$ cat config.mk
export PLATFORM = sky130hd
export DESIGN_NAME = lsu_dmem_master
export DESIGN_NICKNAME = d
export VERILOG_FILES = /design/src/rtl/lsu_pkg.sv /design/src/rtl/lsu_lane_align.sv /design/src/rtl/lsu_dmem_master.sv
export SDC_FILE = /design/constraint.sdc
export NUM_CORES = 1
export LEC_CHECK = 0
export CAP_MARGIN = 30
export CORE_MARGIN = 3
export CORE_UTILIZATION = 40
export CTS_CLUSTER_SIZE = 10
export DETAILED_ROUTE_END_ITERATION = 10
export GPL_TIMING_DRIVEN = 0
export PLACE_DENSITY = 0.68
export SETUP_SLACK_MARGIN = 0.4
export SYNTH_ARGS = -nofsm -noshare
export SYNTH_HDL_FRONTEND = slang
export SYNTH_SLANG_ARGS = --single-unit
$ cat constraint.sdc
create_clock -name clk -period 5.1 [get_ports clk]
set_input_delay 0.51 -clock clk [delete_from_list [all_inputs] [get_ports clk]]
set_output_delay 0.51 -clock clk [all_outputs]
set_load 0.02 [all_outputs]
$ cat src/rtl/lsu_pkg.sv
// Shared constants and helpers for the load/store data-memory master.
package lsu_pkg;

  // funct3 size/sign encodings
  localparam logic [2:0] F3_B  = 3'b000;
  localparam logic [2:0] F3_H  = 3'b001;
  localparam logic [2:0] F3_W  = 3'b010;
  localparam logic [2:0] F3_BU = 3'b100;
  localparam logic [2:0] F3_HU = 3'b101;

  // FSM state encoding
  typedef logic [1:0] lsu_state_t;
  localparam lsu_state_t ST_IDLE = 2'd0;
  localparam lsu_state_t ST_ACC0 = 2'd1;
  localparam lsu_state_t ST_ACC1 = 2'd2;
  localparam lsu_state_t ST_RESP = 2'd3;

  // Byte-lane mask for an access starting at lane 0
  function automatic logic [3:0] size_mask(input logic [2:0] f3);
    case (f3[1:0])
      2'b00:   size_mask = 4'b0001;
      2'b01:   size_mask = 4'b0011;
      default: size_mask = 4'b1111;
    endcase
  endfunction

  // Reserved encodings, plus unsigned variants on a store
  function automatic logic f3_illegal(input logic [2:0] f3, input logic we);
    f3_illegal = (f3 == 3'b011) || (f3[2] && f3[1]) || (f3[2] && we);
  endfunction

endpackage

$ cat src/rtl/lsu_lane_align.sv
// Combinational lane steering: store window/mask build and load extract/extend.
module lsu_lane_align
  import lsu_pkg::*;
(
  input  logic [1:0]  i_off,
  input  logic [2:0]  i_funct3,
  input  logic [31:0] i_wdata,
  input  logic [31:0] i_lo,
  input  logic [31:0] i_hi,
  output logic [7:0]  o_mask,
  output logic [63:0] o_wwin,
  output logic [31:0] o_rdata
);

  logic [31:0] w_win;

  // 8-lane window spanning word A (low nibble) and A+4 (high nibble)
  assign o_mask = {4'b0000, size_mask(i_funct3)} << i_off;
  assign o_wwin = {32'h0, i_wdata} << {i_off, 3'b000};

  // Loaded bytes shifted down so the addressed byte lands in lane 0
  assign w_win = 32'({i_hi, i_lo} >> {i_off, 3'b000});

  // Truncate to size and extend
  always_comb begin
    o_rdata = 32'h0;
    case (i_funct3)
      F3_B:    o_rdata = {{24{w_win[7]}}, w_win[7:0]};
      F3_H:    o_rdata = {{16{w_win[15]}}, w_win[15:0]};
      F3_W:    o_rdata = w_win;
      F3_BU:   o_rdata = {24'h0, w_win[7:0]};
      F3_HU:   o_rdata = {16'h0, w_win[15:0]};
      default: o_rdata = 32'h0;
    endcase
  end

endmodule

$ cat src/rtl/lsu_dmem_master.sv
// Load/store initiator: one request at a time, split into up to two word
// accesses on the 4-bank data memory port.
module lsu_dmem_master
  import lsu_pkg::*;
(
  input  logic        clk,
  input  logic        reset_n,
  input  logic        req_valid,
  output logic        req_ready,
  input  logic        req_we,
  input  logic [2:0]  req_funct3,
  input  logic [31:0] req_addr,
  input  logic [31:0] req_wdata,
  output logic        rsp_valid,
  output logic [31:0] rsp_rdata,
  output logic        rsp_err,
  output logic [31:0] daddr,
  output logic [31:0] dwdata,
  output logic [3:0]  dwe,
  input  logic [31:0] drdata
);

  lsu_state_t  r_state;
  logic        r_we;
  logic        r_err;
  logic [2:0]  r_f3;
  logic [31:0] r_addr;
  logic [31:0] r_wdata;
  logic [31:0] r_lo;
  logic [31:0] r_hi;

  logic [7:0]  w_mask;
  logic [63:0] w_wwin;
  logic [31:0] w_rdata;
  logic [31:0] w_wa;
  logic [31:0] w_wa_nxt;

  assign w_wa     = {r_addr[31:2], 2'b00};
  assign w_wa_nxt = w_wa + 32'd4;   // wraps past the top of the address space

  lsu_lane_align u_align (
    .i_off    (r_addr[1:0]),
    .i_funct3 (r_f3),
    .i_wdata  (r_wdata),
    .i_lo     (r_lo),
    .i_hi     (r_hi),
    .o_mask   (w_mask),
    .o_wwin   (w_wwin),
    .o_rdata  (w_rdata)
  );

  // FSM and capture registers
  always_ff @(posedge clk or negedge reset_n) begin
    if (!reset_n) begin
      r_state <= ST_IDLE;
      r_we    <= 1'b0;
      r_err   <= 1'b0;
      r_f3    <= 3'b000;
      r_addr  <= 32'h0;
      r_wdata <= 32'h0;
      r_lo    <= 32'h0;
      r_hi    <= 32'h0;
    end else begin
      case (r_state)
        ST_IDLE: if (req_valid) begin
          r_we    <= req_we;
          r_f3    <= req_funct3;
          r_addr  <= req_addr;
          r_wdata <= req_wdata;
          r_err   <= f3_illegal(req_funct3, req_we);
          r_state <= f3_illegal(req_funct3, req_we) ? ST_RESP : ST_ACC0;
        end
        ST_ACC0: begin
          if (!r_we) r_lo <= drdata;
          r_state <= (|w_mask[7:4]) ? ST_ACC1 : ST_RESP;
        end
        ST_ACC1: begin
          if (!r_we) r_hi <= drdata;
          r_state <= ST_RESP;
        end
        default: r_state <= ST_IDLE;
      endcase
    end
  end

  // Memory port and response outputs decoded from registered state only
  always_comb begin
    req_ready = (r_state == ST_IDLE);
    rsp_valid = 1'b0;
    rsp_err   = 1'b0;
    rsp_rdata = 32'h0;
    daddr     = 32'h0;
    dwdata    = 32'h0;
    dwe       = 4'b0000;
    case (r_state)
      ST_ACC0: begin
        daddr = w_wa;
        if (r_we) begin
          dwe    = w_mask[3:0];
          dwdata = w_wwin[31:0];
        end
      end
      ST_ACC1: begin
        daddr = w_wa_nxt;
        if (r_we) begin
          dwe    = w_mask[7:4];
          dwdata = w_wwin[63:32];
        end
      end
      ST_RESP: begin
        rsp_valid = 1'b1;
        rsp_err   = r_err;
        rsp_rdata = (r_err || r_we) ? 32'h0 : w_rdata;
      end
      default: ;
    endcase
  end

endmodule

==> results of run 1 <==
[metal layers]
metal | track usage | vias to the layer above | routed length [µm]
li1 | - | 3260 | -
met1 | 0.322 | 3626 | 11500
met2 | 0.380 | 312 | 12700
met3 | 0.0477 | 42 | 1810
met4 | 0.0778 | 0 | 624
met5 | 0 | - | 0
[power groups by stage]
stage / Sequential [mW] / Clock, mW / Combinational (mW)
finish: 2.09 / 1.35 / 4.12
global route: 2.17 / 1.41 / 4.42
CTS: 2.07 / 1.36 / 4.10
detailed placement: 2.07 / 0 / 4.07
global placement: 2.05 / 0 / 4.02
floorplan: 1.89 / 0 / 2.91
[synth_stat cells, types with 15 or more instances]
cell,instances,area (µm²)
mux2_2,149,1680
dfrtp_1,127,3180
nand2_1,58,218
nor2_1,36,135
a21oi_1,27,135
mux4_2,26,586
clkbuf_1,25,93.8
o21ai_0,25,125
a22oi_1,23,173
buf_2,23,115
nor2b_1,23,144
a21oi_2,18,158
nand3_1,18,90.1
mux2i_1,15,150
[metrics by stage]
stage,hold slack (ns),cell area [µm²],setup TNS (ns),total power [mW]
after floorplan,0.214,8190,0,4.80
after global placement,0.473,10600,-229.60,6.06
after detailed placement,0.479,10600,0,6.15
after CTS,0.0308,11200,0,7.53
after global routing,0.0293,11200,0,8.00
final,0.0166,11200,0,7.55
[cells by family after synthesis]
logic type	count (synthesis)	synth area share
muxes	194	0.304
xor gates and xnor gates	4	0.00428
buffers and inverters	78	0.0448
adders and majority gates	5	0.00764
and+or+nand+nor	185	0.116
DFF	127	0.388
other	1	0.000458
AOI/OAI and AO/OA	159	0.134
[worst max-delay path, stage by stage (launching register included)]
cell and delay (ns):
dfrtp_1 0.40, inv_1 0.08, ha_1 0.41, and2_1 0.16, clkbuf_1 0.30, nand2_1 0.36
nor3_2 0.65, o21bai_1 0.27, clkdlybuf4s50_1 0.66
[flip-flops by register name, summed over array words and instances (netlist names)]
name / count
r_addr: 32
r_lo: 32
r_wdata: 32
r_hi: 24
r_f3: 3
r_state: 2
r_err: 1
r_we: 1
[path summary, 6_finish.rpt]
path                            startpoint          to  slack, ns
worst min-delay path               reset_n  r_addr[29]       0.02
worst max-delay path            r_state[0]      dwe[0]       0.88
worst max register to register  r_state[0]     r_hi[7]       2.87
max in group asynchronous          reset_n    r_lo[13]       4.32
worst min register to register     r_lo[6]     r_lo[6]       0.50
min in group clk                   r_lo[6]     r_lo[6]       0.50
[layout make-up]
cell class                      instances  area [µm²]  area share
Sequential cell                       127        3180       0.283
Buffer                                 66         322      0.0286
Multi-Input combinational cell        549        4650       0.413
Tap cell                              265         332      0.0295
Inverter                               12        45.0     0.00401
Timing Repair Buffer                  204        2060       0.183
Antenna cell                            2        5.00    0.000445
Clock inverter                         11         179      0.0159
Clock buffer                           21         470      0.0419
==> results.md, run 1 <==
- Max frequency: 237 MHz
- Actual slew at the worst max-slew pin: 0.768 ns
- WL final: 26600 µm
- Layout cells sized above 1: 0.272
- Post-synth EDFFs: 0
- Placed Cells: 1223
- Die Height: 149 µm
- Starting Density: 0.414
- Largest net degree at the start of global routing: 85
- Comb pwr share: 0.545
- Fin crit share: 0.828
- Worst Skew: 0.00549 ns
- Root buffer cell: clkbuf_16
- Resize count post-CTS: 0
- Worst setup margin: 0.879 ns
- Area Overhead vs Synth: 37.3%
- # nets final: 1085
- Hpwl dp: 19100 µm
- Unrepaired setup endpoints after global routing: false
- Final std cells w/o fill: 1257
- # setup viols final: 0
- Clk sinks: 127
- CTS tree: yes
- Sequential share of power: 0.277
- Crit path kind: register to output port
- Standard-cell rows: 51
- Asr flop ratio synth: 1.00
- Die W: 149 µm
- P per Cell Area: 672 mW/mm²
- Post-DR vias/cell: 5.76
- Vias in the first global route: 7283
- Fin crit period: 4.22 ns
- Pleak: 4.35 nW
- Clock network power share: 0.178
- Critical Path Fanout Max: 10
- Final Hold Vio Count: 0
- Sw Ratio: 0.410
- Ys flop type: dfrtp_1
- Gpl congestion: 0.903
- Yosys warning total: 0
- DRT Pass-1 Iters: 5
- Cells after Synth: 753
- Yosys cell types: 61
- Max VDD drop: 0.281 mV
- First-pass GRT wire length: 40900 µm
- DRC: 0
- All-Layer GR Usage: 0.236
- WP data required: 4.59 ns
- Htree depth: 4
- Dpl ws: 1.39 ns
- Commonest non-fill, non-tap cell in the layout: clkdlybuf4s50_1
- Synthesized area: 0.00819 mm²
- Overflow after GRT: 0
- Num CTS Buffers: 17
- Initial DRC Count: 530
- Antenna Nets Post-Route: 0
- Status: finished clean
- Clk buf depth: 2
- Reg2Reg Depth: 6
- Max Cap Violations: 0
- Net Sw Power: 3.10 mW
- Vias: 7240
- Hold buffers post-CTS: 0
- Worst slew margin: 0.488
- Clock-pin slew on the worst setup and hold paths: 0.06 ns
- Initial antenna violation count: 2
- Utilization after layout: 0.568
- I/O pins: 206
- Yosys reg bits: 127
- Core Area: 0.0198 mm²
- DIE AREA: 0.0222 mm²
- Fillers: 1727
- DR WL/cell: 21.1 µm
- Seq/Total Area, Yosys: 0.388
- Slew Limit Fails: 0
- Startpoint class of the critical path: register
- Arr. time, crit path: 3.71 ns
- Most frequent cells in the layout: 202 x clkdlybuf4s50_1, 149 x mux2_2, 127 x dfrtp_1, 58 x nand2_1, 36 x nor2_1
- Clk Latency, worst-skew pair: 0.42 ns
- I/O Buffers: 203
- Int Pwr: 4.46 mW
- Worst hold path class: input pin to asynchronous set/reset pin
- Postcts setup bufs: 0
- Avg Inst Size Synth: 10.9 µm²
- Crit end category: output port
No activity file was read; power rests on OpenSTA's default activity.
==> run 2, diff against run 1 <==
PLACE_DENSITY = 0.71   (was 0.68)
clock period = 3.8 ns   (was 5.1 ns; I/O delays follow)
==> run 2 against run 1 <==
- hold slack better by 0.47 ns
- sequential power up 33%
- wire length rose by 0.40%
- worst setup slack got worse by 0.39 ns
- clock power rose by 25%
- register-to-register slack worse by 1.3 ns
- clock skew up 0.0013 ns
- via count is 0.69% lower
- core utilization is 0.22 points higher
- sequential share of layout area fell by 0.11 points
- first-iteration DRC count fell by 9.2%
- die area stayed put
- largest cell class unchanged
- largest power group unchanged
==> results.md, run 2 (synthesis gave the netlist of run 1 again) <==
- Status: finished clean
- Crit end category: output port
- Worst slew margin: 0.464
- Initial DRC Count: 481
- I/O Buffers: 203
- Pwr Total: 10.1 mW
- Gpl congestion: 0.903
- Register area: 0.00318 mm²
- WL final: 26700 µm
- Max Cap Violations: 0
- # setup viols final: 0
- Num CTS Buffers: 17
- Dpl ws: 0.214 ns
- Standard-cell rows: 51
- Post-DR vias/cell: 5.71
- Fin crit share: 0.872
- Core Area: 0.0198 mm²
- Commonest non-fill, non-tap cell in the layout: clkdlybuf4s50_1
- Die Height: 149 µm
- Max VDD drop: 0.357 mV
- Worst Skew: 0.00682 ns
- Final Hold Vio Count: 0
- Largest net degree at the start of global routing: 72
- Clk Latency, worst-skew pair: 0.42 ns
- Hpwl dp: 19300 µm
- Area Overhead vs Synth: 37.8%
- Clk buf depth: 2
- DIE AREA: 0.0222 mm²
- Max frequency: 302 MHz
- Crit path kind: register to output port
- Crit path max-delay cell type: clkdlybuf4s50_1
- Fillers: 1761
- Crit path max-delay family: buffers and inverters
- I/O pins: 206
- Fin crit period: 3.31 ns
- Critical path cell sequence: inv_1, ha_2, and2_1, clkbuf_2, clkbuf_4, nand4_1, o21ai_1, clkdlybuf4s50_1
- Slowest Stage Delay on Critical Path: 0.65 ns
- Vias in the first global route: 7135
- Clock-pin slew on the worst setup and hold paths: 0.06 ns
- Startpoint class of the critical path: register
- Pleak: 4.58 nW
- DR WL/cell: 21.2 µm
- P per Cell Area: 893 mW/mm²
- Vias: 7190
- Root buffer cell: clkbuf_16
- # nets final: 1088
- First-pass GRT wire length: 40700 µm
- Worst setup margin: 0.486 ns
- CTS tree: yes
- Clk sinks: 127
- Arr. time, crit path: 2.93 ns
- Die W: 149 µm
- Worst hold path class: input pin to asynchronous set/reset pin
- DRT Pass-1 Iters: 5
- Critical Path Fanout Max: 10
- Worst path buffer plus inverter count: 4
- Largest regs: r_addr x32, r_lo x32, r_wdata x32
- Most frequent cells in the layout: 185 x clkdlybuf4s50_1, 149 x mux2_2, 127 x dfrtp_1, 57 x nand2_1, 36 x nor2_1
- Unrepaired setup endpoints after global routing: true
- Starting Density: 0.414
- Initial antenna violation count: 2
- Antenna Nets Post-Route: 0
- All-Layer GR Usage: 0.237
- Slew Limit Fails: 0
- Actual slew at the worst max-slew pin: 0.803 ns
- Overflow after GRT: 0
- Htree depth: 4
- Area of the multi-input gates: 0.00468 mm²
- Layout cells sized above 1: 0.291
- DRC: 0
- WP data required: 3.42 ns
[run 2: changes by cell type in the layout (fill, tap and decap cells not counted), moves of 2 or more]
cell,change
clkdlybuf4s50_1,-17
clkbuf_1,-13
clkbuf_2,+11
dlymetal6s2s_1,+9
dlygate4sd2_1,+8
buf_4,+3
clkbuf_4,+3
clkbuf_8,-3
a211oi_1,-2
a211oi_2,+2
clkinv_2,+2
[run 2: worst paths after layout]
check | slack, ns | cells after the start | endpoint | start
worst min-delay path | 0.49 | 2 | r_addr[24] | reset_n
worst min register to register | 0.49 | 1 | r_lo[6] | r_lo[6]
worst max-delay path | 0.49 | 8 | daddr[13] | r_state[0]
max in group asynchronous | 2.57 | 3 | r_wdata[24] | reset_n
min in group clk | 0.49 | 1 | r_lo[6] | r_lo[6]
worst max register to register | 1.53 | 6 | r_hi[19] | r_state[0]
[run 2: power breakdown]
| part | switching, mW | leakage, nW | internal [mW] |
|---|---|---|---|
| Clock | 0.657 | 0.282 | 1.03 |
| Sequential | 0.723 | 1.49 | 2.06 |
| Combinational | 2.82 | 2.80 | 2.79 |
| Total | 4.20 | 4.58 | 5.88 |
[run 2: repair_timing]
action                                  in CTS  in global routing
buffers inserted                             2                  0
pin swaps                                    1                  0
resized for setup                           19                 33
endpoints found under the setup margin      43                 59
hold buffers                                 1                  0
hold endpoints to repair                    56                  0
[run 2: through the flow]
stage | TNS (ns) | std cells | utilization | hold WS [ns] | cell area (µm²)
5_1_grt | 0 | 1258 | 0.570 | 0.523 | 11300
6_report | 0 | 1259 | 0.570 | 0.489 | 11300
2_1_floorplan | 0 | 754 | - | 0.0844 | 8190
3_3_place_gp | -369.78 | 1222 | 0.534 | 0.471 | 10600
4_1_cts | 0 | 1257 | 0.567 | 0.489 | 11200
3_5_place_dp | 0 | 1223 | 0.535 | 0.405 | 10600
[run 2: layout make-up]
cell class	instances	share of cell area
Clock buffer	18	0.0380
Sequential cell	127	0.282
Antenna cell	2	0.000444
Buffer	66	0.0309
Inverter	12	0.00399
Multi-Input combinational cell	549	0.415
Timing Repair Buffer	207	0.186
Clock inverter	13	0.0147
Tap cell	265	0.0294
[run 2: routing by layer]
metal	vias up	track usage	wire, µm
met3	44	0.0550	1940
met5	-	0	0
met2	300	0.384	13000
met1	3574	0.317	11200
met4	0	0.0769	501
li1	3272	-	-
==> run 3, diff against run 2 <==
CAP_MARGIN = default   (was 30)
CORE_UTILIZATION = 45   (was 40)
PLACE_DENSITY = 0.78   (was 0.71)
==> run 3 against run 2 <==
- critical path type unchanged
- critical endpoint is now dwdata[20]
- sequential cell count stayed put
- power hardly changed
- largest power group unchanged
- sequential power hardly changed
- register-to-register slack better by 0.07 ns
- clock power hardly changed
- combinational power hardly changed
- wire length is 1.7% lower
- clock skew hardly changed
==> results.md, run 3 (synthesis gave the netlist of run 1 again) <==
- Fin crit period: 3.33 ns
- I/O Buffers: 203
- Reg2reg end: r_hi[8]
- Worst Skew: 0.00635 ns
- Final Hold Vio Count: 0
- DR WL/cell: 21.5 µm
- Ant diodes: 0
- Num CTS Buffers: 17
- Starting Density: 0.467
- Vias in the first global route: 7247
- Clk buf depth: 2
- Area Overhead vs Synth: 37.1%
- Layout cells sized above 1: 0.292
- First-pass GRT wire length: 40700 µm
- Slew Limit Fails: 0
- Hpwl dp: 18500 µm
- Worst slew margin: 0.487
- # setup viols final: 0
- R2R setup slack: 1.60 ns
- Max Cap Violations: 0
- Setup TNS: 0 ns
- Clock-pin slew on the worst setup and hold paths: 0.06 ns
- DRC: 0
- Pleak: 4.60 nW
- Die W: 141 µm
- Core Area: 0.0175 mm²
- Critical Path Fanout Max: 10
- Initial antenna violation count: 2
- Crit path kind: register to output port
- DRT Pass-1 Iters: 5
- Initial DRC Count: 709
- DIE AREA: 0.0199 mm²
- WP data required: 3.42 ns
- Largest regs: r_addr x32, r_lo x32, r_wdata x32
- Most frequent cells in the layout: 184 x clkdlybuf4s50_1, 149 x mux2_2, 127 x dfrtp_1, 57 x nand2_1, 36 x nor2_1
- Unrepaired setup endpoints after global routing: false
- Worst setup margin: 0.469 ns
- FF-to-FF Start: r_state[0]
- Gpl congestion: 0.890
- Crit end category: output port
- CTS tree: yes
- WL final: 26200 µm
- Clk sinks: 127
- Clk Latency, worst-skew pair: 0.42 ns
- Standard-cell rows: 48
- Post-DR vias/cell: 6.03
- Overflow after GRT: 0
- Worst hold path class: input pin to asynchronous set/reset pin
- Dpl ws: 0.269 ns
- Actual slew at the worst max-slew pin: 0.769 ns
- Max VDD drop: 0.441 mV
- All-Layer GR Usage: 0.261
- Vias: 7339
- # nets final: 1088
- Die Height: 141 µm
- Max frequency: 300 MHz
- Largest net degree at the start of global routing: 90
- Reg2Reg Depth: 6
- Arr. time, crit path: 2.95 ns
- Worst Setup EP: dwdata[20]
- Commonest non-fill, non-tap cell in the layout: clkdlybuf4s50_1
- Root buffer cell: clkbuf_16
- Utilization after layout: 0.640
- P per Cell Area: 897 mW/mm²
- Antenna Nets Post-Route: 0
- Critical Path Start: r_addr[1]
- I/O pins: 206
- Htree depth: 4
- Status: finished clean
- Fin crit share: 0.876
- Startpoint class of the critical path: register
==> run 3: layout make-up <==
class | count | area [µm²]
buffer | 66 | 345
clock buffer | 20 | 467
clock inverter | 12 | 133
fill | 1405 | 6310
inverter | 12 | 45.0
multi-input combinational | 549 | 4680
sequential | 127 | 3180
tap | 225 | 282
timing repair buffer | 207 | 2100
==> run 3: worst min-delay path by stage <==
stage,to,slack (ns),cells past startpoint
2_1_floorplan,r_addr[0],0.08,0
5_1_grt,r_addr[29],0.49,2
4_1_cts,r_addr[17],0.45,2
3_3_place_gp,r_lo[6],0.48,1
6_report,r_addr[17],0.44,2
3_5_place_dp,r_addr[17],0.32,1
==> run 3: critical path, stage by stage (launching register included) <==
cell             delay [ns]
dfrtp_1                0.41
buf_6                  0.20
buf_2                  0.34
and3_1                 0.22
clkbuf_1               0.41
a21oi_1                0.10
nor2_1                 0.19
clkdlybuf4s50_1        0.65
==> run 3: per-stage QoR <==
step,power [mW],std cells,cell area [µm²],hold slack (ns)
floorplan,6.44,754,8190,0.0844
global placement,8.11,1182,10500,0.475
detailed placement,8.25,1183,10500,0.323
CTS,9.99,1218,11200,0.446
global route,10.6,1218,11200,0.486
finish,10.1,1218,11200,0.437
==> run 3: power by group <==
part	leakage, nW	switching (mW)	internal, mW	total (mW)
combinational	2.81	2.81	2.78	5.60
sequential	1.49	0.753	2.06	2.81
clock	0.289	0.640	1.02	1.66
total	4.60	4.21	5.86	10.1
==> run 3: metal layers <==
metal / track usage / part of all wire
met4: 0.0948 / 0.026
met3: 0.0583 / 0.082
met1: 0.345 / 0.41
met2: 0.424 / 0.48
met5: 0 / 0.00084
==> run 3: timing repair <==
action,in CTS,in global routing
pin swaps,1,0
gates resized for setup,21,24
setup buffers,2,0
hold buffers,1,0
setup endpoints to repair,46,41
endpoints found under the hold margin,38,0
